==> src/rtl/quad_encoder_reader.sv <==
// Avalon-MM quadrature encoder reader: x4 decode into a signed 32-bit position, illegal-transition
// and index stickies, windowed speed. Optional macro QENC_INDEX_CLEAR_EN: index edge zeroes POSITION.
module quad_encoder_reader #(
    parameter int unsigned FILT_LEN    = 3,
    parameter logic [31:0] WIN_DEFAULT = 32'd50000
) (
    input  logic        rsi_MRST_reset,
    input  logic        csi_MCLK_clk,
    input  logic [31:0] avs_ctrl_writedata,
    output logic [31:0] avs_ctrl_readdata,
    input  logic [3:0]  avs_ctrl_byteenable,
    input  logic [2:0]  avs_ctrl_address,
    input  logic        avs_ctrl_write,
    input  logic        avs_ctrl_read,
    output logic        avs_ctrl_waitrequest,
    input  logic        enc_a,
    input  logic        enc_b,
    input  logic        enc_index
);

    localparam logic [3:0] FILT_TERM = 4'(FILT_LEN - 1);

    localparam logic [2:0] ADDR_POS    = 3'd0;
    localparam logic [2:0] ADDR_CTRL   = 3'd1;
    localparam logic [2:0] ADDR_STATUS = 3'd2;
    localparam logic [2:0] ADDR_SPEED  = 3'd3;
    localparam logic [2:0] ADDR_WINDOW = 3'd4;

    // Channel order in the input path: bit0 = B, bit1 = A, bit2 = index.
    logic [2:0]  w_raw;
    logic [2:0]  r_sync1;
    logic [2:0]  r_sync2;
    logic [2:0]  r_filt;
    logic [3:0]  r_fcnt [3];

    logic        r_primed;
    logic [1:0]  r_prev_ab;
    logic        r_prev_idx;

    logic        r_ctrl_en;
    logic        r_ctrl_inv;
    logic        r_dir_fwd;
    logic        r_illegal;
    logic        r_idx_seen;

    logic [31:0] r_position;
    logic [31:0] r_window;
    logic [31:0] r_win_cnt;
    logic [31:0] r_win_acc;
    logic [31:0] r_speed;
    logic [31:0] r_readdata;

    logic        w_fwd;
    logic        w_rev;
    logic        w_jump;
    logic        w_step;
    logic        w_step_fwd;
    logic [31:0] w_step_val;
    logic [31:0] w_step_ext;
    logic        w_illegal;
    logic        w_index_rise;
    logic        w_wr_pos;
    logic        w_wr_ctrl;
    logic        w_wr_win;
    logic        w_clear;
    logic [31:0] w_pos_merged;
    logic [31:0] w_win_merged;

    assign w_raw                = {enc_index, enc_a, enc_b};
    assign avs_ctrl_waitrequest = 1'b0;
    assign avs_ctrl_readdata    = r_readdata;

    function automatic logic [31:0] byte_merge(input logic [31:0] old_v,
                                               input logic [31:0] new_v,
                                               input logic [3:0]  be);
        logic [31:0] res;
        res = old_v;
        for (int i = 0; i < 4; i++) begin
            if (be[i]) res[8*i +: 8] = new_v[8*i +: 8];
        end
        return res;
    endfunction

    // Two-flop synchroniser for the asynchronous encoder pins.
    always_ff @(posedge csi_MCLK_clk or posedge rsi_MRST_reset) begin
        if (rsi_MRST_reset) begin
            r_sync1 <= '0;
            r_sync2 <= '0;
        end else begin
            // NOTE: sequential state uses <= so every flop samples pre-edge values in parallel.
            r_sync1 <= w_raw;
            r_sync2 <= r_sync1;
        end
    end

    // Level filter: a new level is accepted after FILT_LEN consecutive samples that disagree.
    always_ff @(posedge csi_MCLK_clk or posedge rsi_MRST_reset) begin
        if (rsi_MRST_reset) begin
            r_filt <= '0;
            // NOTE: the counter array is only three small registers, so it is reset like any flop.
            for (int i = 0; i < 3; i++) r_fcnt[i] <= '0;
        end else begin
            for (int i = 0; i < 3; i++) begin
                if (r_sync2[i] == r_filt[i]) begin
                    r_fcnt[i] <= '0;
                end else if (r_fcnt[i] == FILT_TERM) begin
                    r_filt[i] <= r_sync2[i];
                    r_fcnt[i] <= '0;
                end else begin
                    r_fcnt[i] <= r_fcnt[i] + 4'd1;
                end
            end
        end
    end

    always_ff @(posedge csi_MCLK_clk or posedge rsi_MRST_reset) begin
        if (rsi_MRST_reset) begin
            r_primed   <= 1'b0;
            r_prev_ab  <= '0;
            r_prev_idx <= 1'b0;
        end else begin
            r_primed   <= 1'b1;
            r_prev_ab  <= r_filt[1:0];
            r_prev_idx <= r_filt[2];
        end
    end

    always_comb begin
        // NOTE: defaults first keep this block free of inferred latches.
        w_fwd  = 1'b0;
        w_rev  = 1'b0;
        w_jump = 1'b0;
        if (r_primed) begin
            case ({r_prev_ab, r_filt[1:0]})
                4'b00_01, 4'b01_11, 4'b11_10, 4'b10_00: w_fwd  = 1'b1;
                4'b01_00, 4'b11_01, 4'b10_11, 4'b00_10: w_rev  = 1'b1;
                4'b00_11, 4'b11_00, 4'b01_10, 4'b10_01: w_jump = 1'b1;
                default: ;
            endcase
        end
    end

    assign w_step       = r_ctrl_en & (w_fwd | w_rev);
    assign w_step_fwd   = w_fwd ^ r_ctrl_inv;
    assign w_step_val   = w_step_fwd ? 32'd1 : 32'hFFFF_FFFF;
    assign w_step_ext   = w_step ? w_step_val : 32'd0;
    assign w_illegal    = r_ctrl_en & w_jump;
    assign w_index_rise = r_primed & r_filt[2] & ~r_prev_idx;

    assign w_wr_pos     = avs_ctrl_write & (avs_ctrl_address == ADDR_POS);
    assign w_wr_ctrl    = avs_ctrl_write & (avs_ctrl_address == ADDR_CTRL);
    assign w_wr_win     = avs_ctrl_write & (avs_ctrl_address == ADDR_WINDOW);
    assign w_clear      = w_wr_ctrl & avs_ctrl_writedata[2];
    assign w_pos_merged = byte_merge(r_position, avs_ctrl_writedata, avs_ctrl_byteenable);
    assign w_win_merged = byte_merge(r_window, avs_ctrl_writedata, avs_ctrl_byteenable);

    // Host write wins over a same-cycle step or index clear.
    always_ff @(posedge csi_MCLK_clk or posedge rsi_MRST_reset) begin
        if (rsi_MRST_reset) begin
            r_position <= '0;
        end else if (w_wr_pos) begin
            r_position <= w_pos_merged;
`ifdef QENC_INDEX_CLEAR_EN
        end else if (w_index_rise && r_ctrl_en) begin
            r_position <= '0;
`endif
        end else if (w_step) begin
            r_position <= r_position + w_step_val;
        end
    end

    always_ff @(posedge csi_MCLK_clk or posedge rsi_MRST_reset) begin
        if (rsi_MRST_reset) begin
            r_ctrl_en  <= 1'b0;
            r_ctrl_inv <= 1'b0;
        end else if (w_wr_ctrl) begin
            r_ctrl_en  <= avs_ctrl_writedata[0];
            r_ctrl_inv <= avs_ctrl_writedata[1];
        end
    end

    // A clear request beats a sticky set arriving in the same cycle.
    always_ff @(posedge csi_MCLK_clk or posedge rsi_MRST_reset) begin
        if (rsi_MRST_reset) begin
            r_dir_fwd  <= 1'b0;
            r_illegal  <= 1'b0;
            r_idx_seen <= 1'b0;
        end else begin
            if (w_step) r_dir_fwd <= w_step_fwd;
            if (w_clear)        r_illegal <= 1'b0;
            else if (w_illegal) r_illegal <= 1'b1;
            if (w_clear)           r_idx_seen <= 1'b0;
            else if (w_index_rise) r_idx_seen <= 1'b1;
        end
    end

    // Speed window: SPEED captures the net step count of each completed window.
    always_ff @(posedge csi_MCLK_clk or posedge rsi_MRST_reset) begin
        if (rsi_MRST_reset) begin
            r_window  <= WIN_DEFAULT;
            r_win_cnt <= '0;
            r_win_acc <= '0;
            r_speed   <= '0;
        end else if (w_wr_win) begin
            r_window  <= w_win_merged;
            r_win_cnt <= '0;
            r_win_acc <= '0;
        end else if (r_ctrl_en) begin
            if (r_window == 32'd0) begin
                r_win_cnt <= '0;
                r_win_acc <= '0;
            end else if (r_win_cnt == r_window - 32'd1) begin
                r_speed   <= r_win_acc + w_step_ext;
                r_win_acc <= '0;
                r_win_cnt <= '0;
            end else begin
                r_win_cnt <= r_win_cnt + 32'd1;
                r_win_acc <= r_win_acc + w_step_ext;
            end
        end
    end

    // Registered read port; a simultaneous write suppresses the read.
    always_ff @(posedge csi_MCLK_clk or posedge rsi_MRST_reset) begin
        if (rsi_MRST_reset) begin
            r_readdata <= '0;
        end else if (avs_ctrl_read && !avs_ctrl_write) begin
            case (avs_ctrl_address)
                ADDR_POS:    r_readdata <= r_position;
                ADDR_CTRL:   r_readdata <= {30'd0, r_ctrl_inv, r_ctrl_en};
                ADDR_STATUS: r_readdata <= {29'd0, r_idx_seen, r_illegal, r_dir_fwd};
                ADDR_SPEED:  r_readdata <= r_speed;
                ADDR_WINDOW: r_readdata <= r_window;
                default:     r_readdata <= '0;
            endcase
        end
    end

endmodule

==> config.mk <==
export PLATFORM = sky130hd
export DESIGN_NAME = quad_encoder_reader
export DESIGN_NICKNAME = d
export VERILOG_FILES = /design/src/rtl/quad_encoder_reader.sv
export SDC_FILE = /design/constraint.sdc
export NUM_CORES = 1
export LEC_CHECK = 0
export CAP_MARGIN = 20
export CORE_UTILIZATION = 65
export CTS_CLUSTER_SIZE = 30
export DETAILED_ROUTE_END_ITERATION = 6
export DONT_BUFFER_PORTS = 1
export PLACE_DENSITY = 0.8
export SYNTH_ARGS = -nofsm -noshare
export SYNTH_HDL_FRONTEND = slang
export SYNTH_SLANG_ARGS = --single-unit
export TNS_END_PERCENT = 20
==> constraint.sdc <==
create_clock -name csi_MCLK_clk -period 8.6 [get_ports csi_MCLK_clk]
set_input_delay 1.72 -clock csi_MCLK_clk [delete_from_list [all_inputs] [get_ports csi_MCLK_clk]]
set_output_delay 1.72 -clock csi_MCLK_clk [all_outputs]
set_load 0.01 [all_outputs]
==> results by group <==
Critical path
  – Worst reg-to-reg path cell count: 15
  – Critical path required time: 9.03 ns
  – Crit path DAT: 5.14 ns
  – Worst reg2reg path endpoint: r_position[24]
  – Nature of the critical path startpoint: flop
  – Flop-to-flop setup slack: 3.89 ns
  – RR Startpoint: r_filt[0]
  – Setup CP Type: reg -> reg
  – Critical Path Start: r_filt[0]
  – Critical path peak fanout: 31
  – Crit end category: flop

Min path
  – Hold Crit Depth: 0
  – Worst Hold Class: reg -> reg
  – Hold Startpoint: r_sync1[2]
  – Hold Path Sink: r_sync2[2]

Clock network
  – Post-CTS Setup Inserts: 0
  – Clock sink count: 222
  – H-tree Lvls: 1
  – Max Buffers Root-to-Sink: 3
  – Clk_lat worst skew: 0.55 ns
  – TritonCTS clock tree: done
  – Hold buffers post-CTS: 0
  – Post-cts sizing count: 0
  – Number of buffers created by CTS: 25
  – Clock transition at the registers of the reported paths: 0.06 ns
  – Root Driver: clkbuf_16

Yosys
  – Net Count, Synth: 1,601
  – Flops & latches, synth: 222
  – Most frequent cell after synthesis: dfrtp_1
  – YS warnings: 0
  – Mapped cell area: 14,200 sq um
  – Most frequent cells after synthesis: dfrtp_1 (216), nand2_1 (124), o21ai_0 (100)
  – Area share of the largest cell type after synthesis: 38.0%
  – Async SR Flop Fraction: 100%
  – Top_reg_cell synth: dfrtp_1
  – Synth area leader: dfrtp_1
  – Seq/Total Area, Yosys: 39.1%
  – Syn_area_per_cell: 9.59 sq um
  – Synth Instances: 1,483
  – Post-synth EDFFs: 0
  – Distinct cells, synth: 75
  – Synth area leaders: dfrtp_1 (38%), ha_1 (6.2%), a22o_1 (4.1%)

Routing
  – WL final: 36.8 mm
  – Antenna Nets Post-Route: 0
  – Drt wl/cell: 21.2 microns
  – DRC viols: 0
  – Iter 0 DRT Violations: 855
  – 1st-pass router iterations: 5
  – Vias/cell: 6.65
  – Vias post-DR: 11,565

STA
  – Fin. max-slew vios: 0
  – Period utilisation layout: 54.8%
  – Setup TNS Final: 0 ns
  – Setup violations, final: 0
  – Worst slew margin: 29.0%
  – Worst slew pin tran: 1.07 ns
  – Skew final: 0.0205 ns
  – Tmin final: 4.71 ns
  – Final Hold Vio Count: 0
  – Max Freq: 212 MHz
  – RSZ-0062 raised after global routing: false

Layout
  – Multi-input logic area: 8200 sq um
  – Final #Nets: 1,565
  – Fillers: 1,616
  – Final core occ: 72.0%
  – Fraction of layout cells with a size suffix above 1: 11.4%
  – Layout Cells excl Fill: 1,740
  – Synthesis-to-layout area growth: 7.45%
  – Register Area: 5560 sq um
  – Antenna fix cells: 0

Flow run
  – Max cap viols: 0

Global routing
  – First-pass GRT wire length: 59.2 mm
  – Overflow left after global routing: 0
  – Initial antenna violation count: 0
  – Gr usage total: 33.9%
  – Largest net degree at the start of global routing: 143
  – Vias in the first global route: 11,220

Die
  – Core Footprint: 21,200 sq um
  – FP Rows: 53
  – Die X: 150 microns
  – Die area: 22,500 sq um
  – Die height: 150 microns
  – Initial core utilization: 67.0%
  – Top Ports: 79

Power and ir drop
  – Lkg Pwr: 7.01 nW
  – PD cells: 354 nW/um^2
  – Max VDD drop: 0.174 mV

Placement
  – Port Buffers: 0
  – DP HPWL: 26.1 mm
  – Inst Count DP: 1,694
  – Final GP Congestion: 0.969

Run status
  – Outcome: finished clean
## registers in the layout (all words and copies together) (netlist names)
signal             count
r_position            32
r_window              32
r_primed               1
r_prev_ab              2
r_filt                 3
avs_ctrl_readdata     32
r_speed               32
r_ctrl_inv             1
r_ctrl_en              1
r_fcnt                12
r_sync2                3
r_win_acc             32
r_win_cnt             32
r_idx_seen             1
r_dir_fwd              1
r_prev_idx             1
r_sync1                3
r_illegal              1
## through the flow
step / setup WS, ns / area (sq um) / hold WS [ns] / power, mW
floorplan: 0.812 / 14200 / 0.331 / 3.59
global placement: 4.07 / 14400 / 0.333 / 4.12
detailed placement: 3.99 / 14400 / 0.339 / 4.21
CTS: 3.97 / 15300 / 0.352 / 5.37
global route: 3.58 / 15300 / 0.356 / 5.79
finish: 3.89 / 15300 / 0.349 / 5.42
## placed cells by master (no fill, tap or decap), types with 9 or more instances in the layout
cell type	count
nand2_1	124
mux2i_1	46
nor3_1	28
a21o_1	34
clkbuf_16	25
buf_4	13
nand4_1	22
dfrtp_1	216
a22o_1	66
mux2_4	27
xor2_1	54
nor2_1	83
a21oi_1	76
o21a_1	9
o21ai_0	100
xnor2_1	61
nand3_1	52
and3_1	20
mux2_2	46
a31oi_1	28
inv_1	41
nor4_1	13
o22ai_1	17
ha_1	70
## metal layers
metal	vias to the layer above	GRT usage [%]	share of wire, %
met2	395	53.2	45
met4	0	9.44	2.5
met1	5714	47.8	45
met3	72	6.34	7.6
met5	-	0	0
li1	5384	-	-
## where the power goes
group | internal (mW) | switching [mW]
sequential | 1.27 | 0.280
combinational | 1.13 | 1.58
clock | 0.700 | 0.451
## cell type report
type	instances	area share, %
clock buffer	33	4.62
sequential	222	36.4
timing repair buffer	14	0.818
inverter	42	1.08
clock inverter	12	1.19
tap	275	2.25
multi-input combinational	1142	53.7
## worst max path at each step
| stage | end | slack (ns) | cells after the start |
|---|---|---|---|
| 3_5_place_dp | r_position[31] | 3.99 | 15 |
| 2_1_floorplan | avs_ctrl_readdata[0] | 0.81 | 1 |
| 5_1_grt | r_position[31] | 3.58 | 15 |
| 3_3_place_gp | r_speed[6] | 4.07 | 12 |
| 6_report | r_position[24] | 3.89 | 15 |
| 4_1_cts | r_position[31] | 3.97 | 15 |
## critical path, cell delays in order, from the launching register on
cell      delay, ns
dfrtp_1        0.45
xor2_1         0.18
nand3_1        0.10
xnor2_1        0.68
inv_1          0.09
buf_4          0.28
ha_1           0.36
nor2b_1        0.14
o21ai_0        0.18
a21boi_0       0.19
o311ai_0       0.60
and2_1         0.27
o21ai_0        0.29
a221o_1        0.40
mux2i_1        0.12
nor4_1         0.24
## kinds of logic (layout without fill, tap and decap cells)
kind of cell               after synthesis  in the layout  synth area share (%)
AOI/OAI and AO/OA                      424            424                  20.1
and+or+nand+nor                        410            410                  14.1
DFF                                    222            222                  39.1
muxes                                  119            119                  9.73
buffers and inverters                  119            101                  3.39
xor gates and xnor gates               115            115                  7.08
adders and majority gates               72             72                  6.44
other                                    2              2                0.0528
(Power assumes the default switching activity.)
